==> config.mk <==
export PLATFORM = sky130hd
export DESIGN_NAME = xor_stream_cipher
export DESIGN_NICKNAME = d
export VERILOG_FILES = /design/src/rtl/xor_cipher_pkg.sv /design/src/rtl/xor_lane.sv /design/src/rtl/xor_stream_cipher.sv
export SDC_FILE = /design/constraint.sdc
export NUM_CORES = 1
export LEC_CHECK = 0
export BUFFER_PORTS_ARGS = -buffer_cell sky130_fd_sc_hd__buf_2
export CORE_MARGIN = 2
export CORE_UTILIZATION = 45
export CTS_CLUSTER_SIZE = 24
export DETAILED_ROUTE_END_ITERATION = 12
export HOLD_SLACK_MARGIN = 0.03
export PLACE_DENSITY_LB_ADDON = 0.2
export SLEW_MARGIN = 20
export SYNTH_ARGS = -nofsm -noshare
export SYNTH_HDL_FRONTEND = slang
export SYNTH_SLANG_ARGS = --single-unit
==> constraint.sdc <==
create_clock -name clk -period 4.5 [get_ports clk]
set_input_delay 0.45 -clock clk [delete_from_list [all_inputs] [get_ports clk]]
set_output_delay 0.45 -clock clk [all_outputs]
set_load 0.02 [all_outputs]
==> src/rtl/xor_cipher_pkg.sv <==
// ---------------------------------------------------------------------------
// xor_cipher_pkg
//
// Purpose : Shared types and constants for the XOR stream cipher block.
//           Holds the controller state encoding and the key-mode constants
//           used by the top level and its combinational lane slice.
//
// Contents:
//   state_t    - controller states (IDLE, PROCESS, OUT)
//   MODE_FIXED - key register is left untouched between words
//   MODE_ROLL  - key register rotates left by one bit after each word
// ---------------------------------------------------------------------------
package xor_cipher_pkg;

    typedef enum logic [1:0] {
        ST_IDLE    = 2'd0,
        ST_PROCESS = 2'd1,
        ST_OUT     = 2'd2
    } state_t;

    localparam logic MODE_FIXED = 1'b0;
    localparam logic MODE_ROLL  = 1'b1;

endpackage : xor_cipher_pkg

==> src/rtl/xor_lane.sv <==
// ---------------------------------------------------------------------------
// xor_lane
//
// Purpose : Combinational LANES-bit slice of the cipher. For beat b it
//           XORs plaintext bit j with key bit ((b*LANES + j) mod KEY_W),
//           so the key repeats cyclically across the whole word no matter
//           how the word is cut into beats.
//
// Ports   :
//   i_beat [BCNT_W-1:0] - current beat index inside the word
//   i_pt   [LANES-1:0]  - plaintext slice for this beat
//   i_key  [KEY_W-1:0]  - current key register contents
//   o_ct   [LANES-1:0]  - ciphertext slice for this beat
// ---------------------------------------------------------------------------
module xor_lane #(
    parameter int LANES  = 4,
    parameter int KEY_W  = 8,
    parameter int BCNT_W = 2
) (
    input  logic [BCNT_W-1:0] i_beat,
    input  logic [LANES-1:0]  i_pt,
    input  logic [KEY_W-1:0]  i_key,
    output logic [LANES-1:0]  o_ct
);

    localparam int KIDX_W = (KEY_W > 1) ? $clog2(KEY_W) : 1;

    logic [KIDX_W-1:0] w_kidx;

    always_comb begin
        o_ct   = '0;
        w_kidx = '0;
        for (int j = 0; j < LANES; j++) begin
            // Absolute bit position in the word, folded onto the key length.
            w_kidx  = KIDX_W'((int'(i_beat) * LANES + j) % KEY_W);
            o_ct[j] = i_pt[j] ^ i_key[w_kidx];
        end
    end

endmodule : xor_lane

==> src/rtl/xor_stream_cipher.sv <==
// ---------------------------------------------------------------------------
// xor_stream_cipher
//
// Purpose : Multi-cycle XOR stream cipher. A plaintext word is accepted in
//           IDLE, enciphered LANES bits per cycle over BEATS = WORD_W/LANES
//           cycles in PROCESS, then presented in OUT until the sink takes
//           it. Decryption is the same operation with the same key sequence.
//           In rolling mode the key rotates left by one bit after every
//           delivered word.
//
// Ports   :
//   clk        - single clock, rising edge
//   reset      - asynchronous active-low reset
//   key_load   - load `key` into the key register (honoured in IDLE only)
//   key        - key value [KEY_W-1:0]
//   mode       - 0 fixed key, 1 rolling key (captured with the word)
//   in_valid   - plaintext word offered
//   in_ready   - block can accept a word (high only in IDLE)
//   plaintext  - word to encipher [WORD_W-1:0]
//   out_valid  - ciphertext valid (registered)
//   out_ready  - sink accepts ciphertext
//   ciphertext - result [WORD_W-1:0], held until the next accept
//   done       - one-cycle pulse after each output handshake
// ---------------------------------------------------------------------------
module xor_stream_cipher
    import xor_cipher_pkg::*;
#(
    parameter int WORD_W = 16,
    parameter int KEY_W  = 8,
    parameter int LANES  = 4
) (
    input  logic              clk,
    input  logic              reset,
    input  logic              key_load,
    input  logic [KEY_W-1:0]  key,
    input  logic              mode,
    input  logic              in_valid,
    output logic              in_ready,
    input  logic [WORD_W-1:0] plaintext,
    output logic              out_valid,
    input  logic              out_ready,
    output logic [WORD_W-1:0] ciphertext,
    output logic              done
);

    localparam int BEATS  = WORD_W / LANES;
    localparam int BCNT_W = (BEATS > 1) ? $clog2(BEATS) : 1;

    // Reject geometries where the word does not split into whole beats.
    generate
        if ((LANES < 1) || (KEY_W < 1) || ((WORD_W % LANES) != 0)) begin : g_param_err
            $error("xor_stream_cipher: illegal WORD_W/LANES/KEY_W combination");
        end
    endgenerate

    // -----------------------------------------------------------------------
    // Registers
    // -----------------------------------------------------------------------
    state_t              r_state;
    logic [BCNT_W-1:0]   r_beat;
    logic [WORD_W-1:0]   r_pt;
    logic [WORD_W-1:0]   r_ct;
    logic [KEY_W-1:0]    r_key;
    logic                r_mode;
    logic                r_out_valid;
    logic                r_done;

    // -----------------------------------------------------------------------
    // Wires
    // -----------------------------------------------------------------------
    state_t              w_state_nxt;
    logic                w_accept;
    logic                w_handshake;
    logic                w_last_beat;
    logic [LANES-1:0]    w_pt_slice;
    logic [LANES-1:0]    w_ct_slice;
    logic [KEY_W-1:0]    w_key_rot;

    assign in_ready    = (r_state == ST_IDLE);
    assign w_accept    = in_valid && in_ready;
    assign w_handshake = (r_state == ST_OUT) && out_ready;
    assign w_last_beat = (r_beat == BCNT_W'(BEATS - 1));

    assign out_valid   = r_out_valid;
    assign ciphertext  = r_ct;
    assign done        = r_done;

    // Rotate-left by one; a single-bit key rotates onto itself.
    generate
        if (KEY_W == 1) begin : g_rot_id
            assign w_key_rot = r_key;
        end else begin : g_rot_l1
            assign w_key_rot = {r_key[KEY_W-2:0], r_key[KEY_W-1]};
        end
    endgenerate

    assign w_pt_slice = r_pt[int'(r_beat) * LANES +: LANES];

    xor_lane #(
        .LANES  (LANES),
        .KEY_W  (KEY_W),
        .BCNT_W (BCNT_W)
    ) u_lane (
        .i_beat (r_beat),
        .i_pt   (w_pt_slice),
        .i_key  (r_key),
        .o_ct   (w_ct_slice)
    );

    // -----------------------------------------------------------------------
    // Next-state logic
    // -----------------------------------------------------------------------
    always_comb begin
        w_state_nxt = r_state;
        case (r_state)
            ST_IDLE: begin
                if (w_accept) begin
                    w_state_nxt = ST_PROCESS;
                end
            end
            ST_PROCESS: begin
                if (w_last_beat) begin
                    w_state_nxt = ST_OUT;
                end
            end
            ST_OUT: begin
                if (out_ready) begin
                    w_state_nxt = ST_IDLE;
                end
            end
            default: begin
                w_state_nxt = ST_IDLE;
            end
        endcase
    end

    // -----------------------------------------------------------------------
    // State and datapath registers
    // -----------------------------------------------------------------------
    always_ff @(posedge clk or negedge reset) begin
        if (!reset) begin
            r_state     <= ST_IDLE;
            r_beat      <= '0;
            r_pt        <= '0;
            r_ct        <= '0;
            r_key       <= '0;
            r_mode      <= MODE_FIXED;
            r_out_valid <= 1'b0;
            r_done      <= 1'b0;
        end else begin
            r_state <= w_state_nxt;
            r_done  <= w_handshake;

            if (w_accept) begin
                r_pt   <= plaintext;
                r_mode <= mode;
                r_ct   <= '0;
                r_beat <= '0;
            end

            if (r_state == ST_PROCESS) begin
                r_ct[int'(r_beat) * LANES +: LANES] <= w_ct_slice;
                if (w_last_beat) begin
                    r_out_valid <= 1'b1;
                end else begin
                    r_beat <= r_beat + 1'b1;
                end
            end

            if (w_handshake) begin
                r_out_valid <= 1'b0;
            end

            // A key loaded on the accept edge is already in place for the
            // first PROCESS beat, so it applies to that same word.
            if ((r_state == ST_IDLE) && key_load) begin
                r_key <= key;
            end else if (w_handshake && (r_mode == MODE_ROLL)) begin
                r_key <= w_key_rot;
            end
        end
    end

endmodule : xor_stream_cipher

* Yosys cells after proc, flatten, opt, wreduce, memory -nomap -nowiden *
Cells that the tools add are included.

word-level totals
  logic and storage cells = 63
  bits in registers = 47

cells by class
  magnitude comparators = 4
  bitwise operators = 4
  add/sub/neg operators = 5
  muxes and demuxes = 23
  equal/unequal tests = 6
  shift operators = 3
  reductions and logical operators = 10

operators with widths
  kind                       count
  $neg A4 Y33                1
  $shift A4 B33 Y16 const A  1
  $shiftx A4 B33 Y16         1
  $mux W16                   2
  $bwmux W16                 1
  $lt A3 B4 Y1 const B       4
  $mux W8                    2
  $shiftx A16 B5 Y4          1
  $mux W2                    6
  $bmux W1 S3                3
  $mux W1                    8
  $add A3 B2 Y3 const B      2
  $pmux W2 S3                1
  $reduce_bool A2 Y1         3
  $eq A2 B2 Y1 const B       2
  $logic_and A1 B1 Y1        4
  $ne A2 B2 Y1 const B       2
  $xor A1 B1 Y1              4
  $add A3 B1 Y3 const B      1
  $reduce_and A3 Y1          1
  $add A2 B1 Y2 const B      1
  $eq A2 B1 Y1 const B       1
  $logic_not A2 Y1           1
  $ne A2 B1 Y1 const B       1
  $reduce_and A2 Y1          1

* Depth between registers and ports, before layout *
  depth in word-level cells = 7
  mapped depth = 6
  depth with buffers taken out = 5

* Cells and area by module *
Synthesis repeated with hierarchy kept, for this count alone.

second synthesis, totals
  cell total of the unflattened synthesis = 165
  area total of the unflattened synthesis = 2269.7 um^2

modules (own cells, without submodules)
  module             instances  cells each  seq. area each (um^2)  area an instance (um^2)
  xor_stream_cipher  1          156         1176.1                 2189.6
  xor_lane           1          9           0.0                    80.1

* Worst setup path after synthesis *
Ideal clock, no wire load.

  path kind = reg2reg
  from = register r_beat[1]
  to = register r_ct[14] (netlist: ciphertext[14])
  stages on the path, launching flop included = 7
  path buffers = 1
  slack = 2.672 ns
  required time = 4.433 ns
  data arrival time = 1.760 ns
  setup time = 0.067 ns
  path through = dfrtp_1 > buf_2 > inv_1 > ha_1 > nand2b_1 > nor4_1 > a22o_1

on the way
  cells in the longest elaborated chain, start to end = 5
  elaborated cells between the ends (all ways) = 10
  those cells by class = add/sub: 1; shift: 3; mux: 2; bitwise: 4

RTL lines
  element                          line                      text
  from (decl)                      xor_stream_cipher.sv:60   logic [BCNT_W-1:0] r_beat;
  from (signal assigned)           xor_stream_cipher.sv:166  r_beat <= r_beat + 1'b1;
  $shiftx A16 B5 Y4                xor_stream_cipher.sv:97   assign w_pt_slice = r_pt[int'(r_beat) * LANES +: LANES];
  $xor A1 B1 Y1                    xor_lane.sv:36            o_ct[j] = i_pt[j] ^ i_key[w_kidx];
  $shiftx A4 B33 Y16               xor_stream_cipher.sv:162  r_ct[int'(r_beat) * LANES +: LANES] <= w_ct_slice;
  $bwmux W16 *                     xor_stream_cipher.sv:162
  $mux W16 *                       xor_stream_cipher.sv:161  if (r_state == ST_PROCESS) begin
  to (signal, indexed assignment)  xor_stream_cipher.sv:162
  to (decl)                        xor_stream_cipher.sv:62   logic [WORD_W-1:0] r_ct;

Mark *: on every way between the ends. The rest lies on a longest branch, timed or not.
A chain may end at the register's enable or synchronous reset.

* Worst setup path after layout *
  from = register r_beat[1]
  to = register r_ct[7] (netlist: ciphertext[7])

Same word-level chain as after synthesis.

==> flow_summary.yaml <==
synth:
  postSynth.asyncResetShare: 1.00
  ys_seq_area_frac: 0.516
  synth.avg_cell_area_sq_um: 13.5
  mappedNetlistNets: 205
  synthesis.yosys.warnings: 0
  synth.area.top_cells: "sky130_fd_sc_hd__dfrtp_1 52%, sky130_fd_sc_hd__mux2_2 11%, sky130_fd_sc_hd__a22o_1 6.9%"
  post-synth-top-area-fraction: 0.516
  post_synth_num_cell_types: 26
  most_instantiated_library_cell_after_synthesis: "sky130_fd_sc_hd__dfrtp_1"
  ys_seq_elements: 47
  synth-edff-count: 0
  synth_top_cell_by_area: "sky130_fd_sc_hd__dfrtp_1"
  syn-cell-area_sq_mm: 0.00228
  synth.cells.most_frequent: "47 x sky130_fd_sc_hd__dfrtp_1, 23 x sky130_fd_sc_hd__mux2_2, 18 x sky130_fd_sc_hd__a22o_1"
  ys_dominant_reg_cell: "sky130_fd_sc_hd__dfrtp_1"
  netlist_instances: 169
clock_network:
  root_buffer: "sky130_fd_sc_hd__clkbuf_8"
  tritoncts: "yes"
  cts_setup_buffers: 0
  htreeDepth: 2
  max-clock-path-buffers: 2
  ctsHoldBuffers: 0
  clkLatencyLatePin_ps: 300
  tritoncts.num_buffers: 5
  numClockSinks: 47
  cts-resized-gates: 0
  clk_transition_reported_paths_ps: 80
timing:
  clock.fmax_mhz: 450
  relative_slew_slack: 0.326
  rsz_0062_raised_after_global_routing: "no"
  clock-skew-final_ps: 8.91
  minimum_clock_period_ps: 2220
  final_min_period_over_clock_period: 0.494
  setup_total_negative_slack_ps: 0
  worst_pin_slew_ps: 1010
  number_of_setup_violations_in_the_final_report: 0
  finalMaxSlewViolations: 0
  report.final.hold_viol_count: 0
  layout_setup_ws_ps: 2280
grt:
  grt_start_max_net_pins: 48
  grt.total_usage: 0.177
  antenna_found_initial: 0
  globalRouteOverflowTotal: 0
  vias_in_the_first_global_route: 1570
  wire_length_of_the_first_global_routing_pass_mm: 7.33
layout:
  total_nets_final: 254
  seq_area_sq_mm: 0.00118
  multi_input_comb_area_sq_mm: 0.00103
  fin_util: 0.558
  insertedDiodeCount: 0
  layout.cells.non_filler: 286
  n_fill_cell: 423
  flow.area_growth_from_synthesis_pct: 18.0
  layout_cells_sized_above_1: 0.420
placed_design:
  io_buffer_count: 48
  place_worst_setup_slack_ps: 2280
  gp_routability_congestion: 0.860
  hpwl_mm: 3.44
  placed_cells_incl_taps: 278
power_and_ir_drop:
  cell_internal_pwr_uw: 1260
  power-per-cell-area_mw_per_mm2: 732
  combinationalPowerShare: 0.427
  leakage_uw: 0.00130
  switching_share: 0.361
  clock_power_share: 0.181
  max-vdd-ir-drop_uv: 297
  fin_total_pwr_uw: 1970
  netSwitchingPower_uw: 712
  seq_power_share: 0.392
worst_setup_path:
  timing.setup.critical_path_class: "reg2reg"
  cp.arrival_ps: 2460
  timing.reg2reg.worst_path_depth: 5
  timing.critical_path.fanout_max: 13
  cp-start-kind: "flip-flop"
  worstPathRequired_ps: 4740
  critical_path.endpoint_type: "flip-flop"
die:
  coreArea_sq_mm: 0.00482
  rows: 25
  initial_utilization: 0.473
  pin_count: 49
  floorplan.die.height_um: 75.2
  floorplan.die_area_sq_mm: 0.00565
  dieWidth_um: 75.2
route:
  antenna_left: 0
  route.detailed.drc: 0
  drtPass1Iterations: 4
  count_of_vias_placed_by_the_detailed_router: 1535
  post_drt_wl_per_cell_um: 16.2
  detail_route.wirelength_mm: 4.62
  drt_first_iter_violations: 127
  via_cell_ratio: 5.37
run_status:
  run_status: "complete, no violations"
worst_hold_path:
  hp-class: "in2async"
flow_run:
  max-cap-violations: 0
## stage by stage
| step | hold slack, ps | area, sq um |
|---|---|---|
| 2_1_floorplan | 154 | 2280 |
| 3_3_place_gp | 489 | 2550 |
| 3_5_place_dp | 488 | 2550 |
| 4_1_cts | 352 | 2690 |
| 5_1_grt | 184 | 2690 |
| 6_report | 151 | 2690 |
## power by group through the flow
stage               Sequential [uW]  Combinational (uW)  Clock (uW)
CTS                             774                 846         365
detailed placement              781                 843           0
floorplan                       751                 662           0
finish                          771                 842         357
global route                    798                 909         380
global placement                766                 813           0
## worst paths after layout
| check | end | slack (ps) | start |
|---|---|---|---|
| worst max register to register | ciphertext[7] | 2280 | r_beat[1] |
| min in group clk | r_pt[13] | 380 | plaintext[13] |
| worst min-delay path | r_state[1] | 150 | reset |
| worst min register to register | r_pt[1] | 510 | r_pt[1] |
| worst max-delay path | ciphertext[7] | 2280 | r_beat[1] |
| max in group asynchronous | r_key[2] | 3950 | reset |
## metal layers
layer,up-vias,GRT usage,share of wire
met2,48,0.302,0.52
met4,0,0.0702,0.020
li1,702,-,-
met3,11,0.0442,0.052
met1,774,0.215,0.41
met5,-,0,0
## registers in the layout, indices dropped and copies added, names as in the netlist
name / cells
r_beat: 2
r_key: 8
r_state: 2
done: 1
ciphertext: 16
r_mode: 1
r_pt: 16
out_valid: 1
## worst max-delay path, stage by stage, from the launching register on
cell	delay, ps
sky130_fd_sc_hd__dfrtp_1	730
sky130_fd_sc_hd__inv_1	200
sky130_fd_sc_hd__ha_1	400
sky130_fd_sc_hd__nand2_1	60
sky130_fd_sc_hd__nor4_1	550
sky130_fd_sc_hd__a22o_1	230
## cells in the final DEF, fill, tap and decap left out, drive strengths merged
cell type  Yosys  final
o22ai          2      2
o21ai          2      2
dfrtp         47     47
mux2          33     33
buf            6     48
ha             6      6
bufinv         0      2
inv            5      5
clkbuf         0      6
a22o          18     18
nand2          8      8
nor2           4      4
a21o           4      4
xnor2          8      8
nor3b          1      1
nand2b         6      6
nand3          1      1
and2           1      1
nand4bb        1      1
mux2i          8      8
or3            1      1
a21oi          4      4
nor4           3      3
## cell families after synthesis
| family | count (synthesis) | synth area share |
|---|---|---|
| compound gates | 30 | 0.106 |
| xor+xnor | 8 | 0.0308 |
| fa+ha+maj | 6 | 0.0329 |
| buf+inv | 11 | 0.0297 |
| flops | 47 | 0.516 |
| mux | 41 | 0.215 |
| simple gates | 26 | 0.0697 |
## cell type report
class                           count  share of cell area
Sequential cell                    47               0.437
Multi-Input combinational cell    111               0.385
Timing Repair Buffer               48              0.0903
Tap cell                           67              0.0312
Clock buffer                        6              0.0270
Clock inverter                      2              0.0223
Inverter                            5             0.00698
No activity file was read; power rests on OpenSTA's default activity.
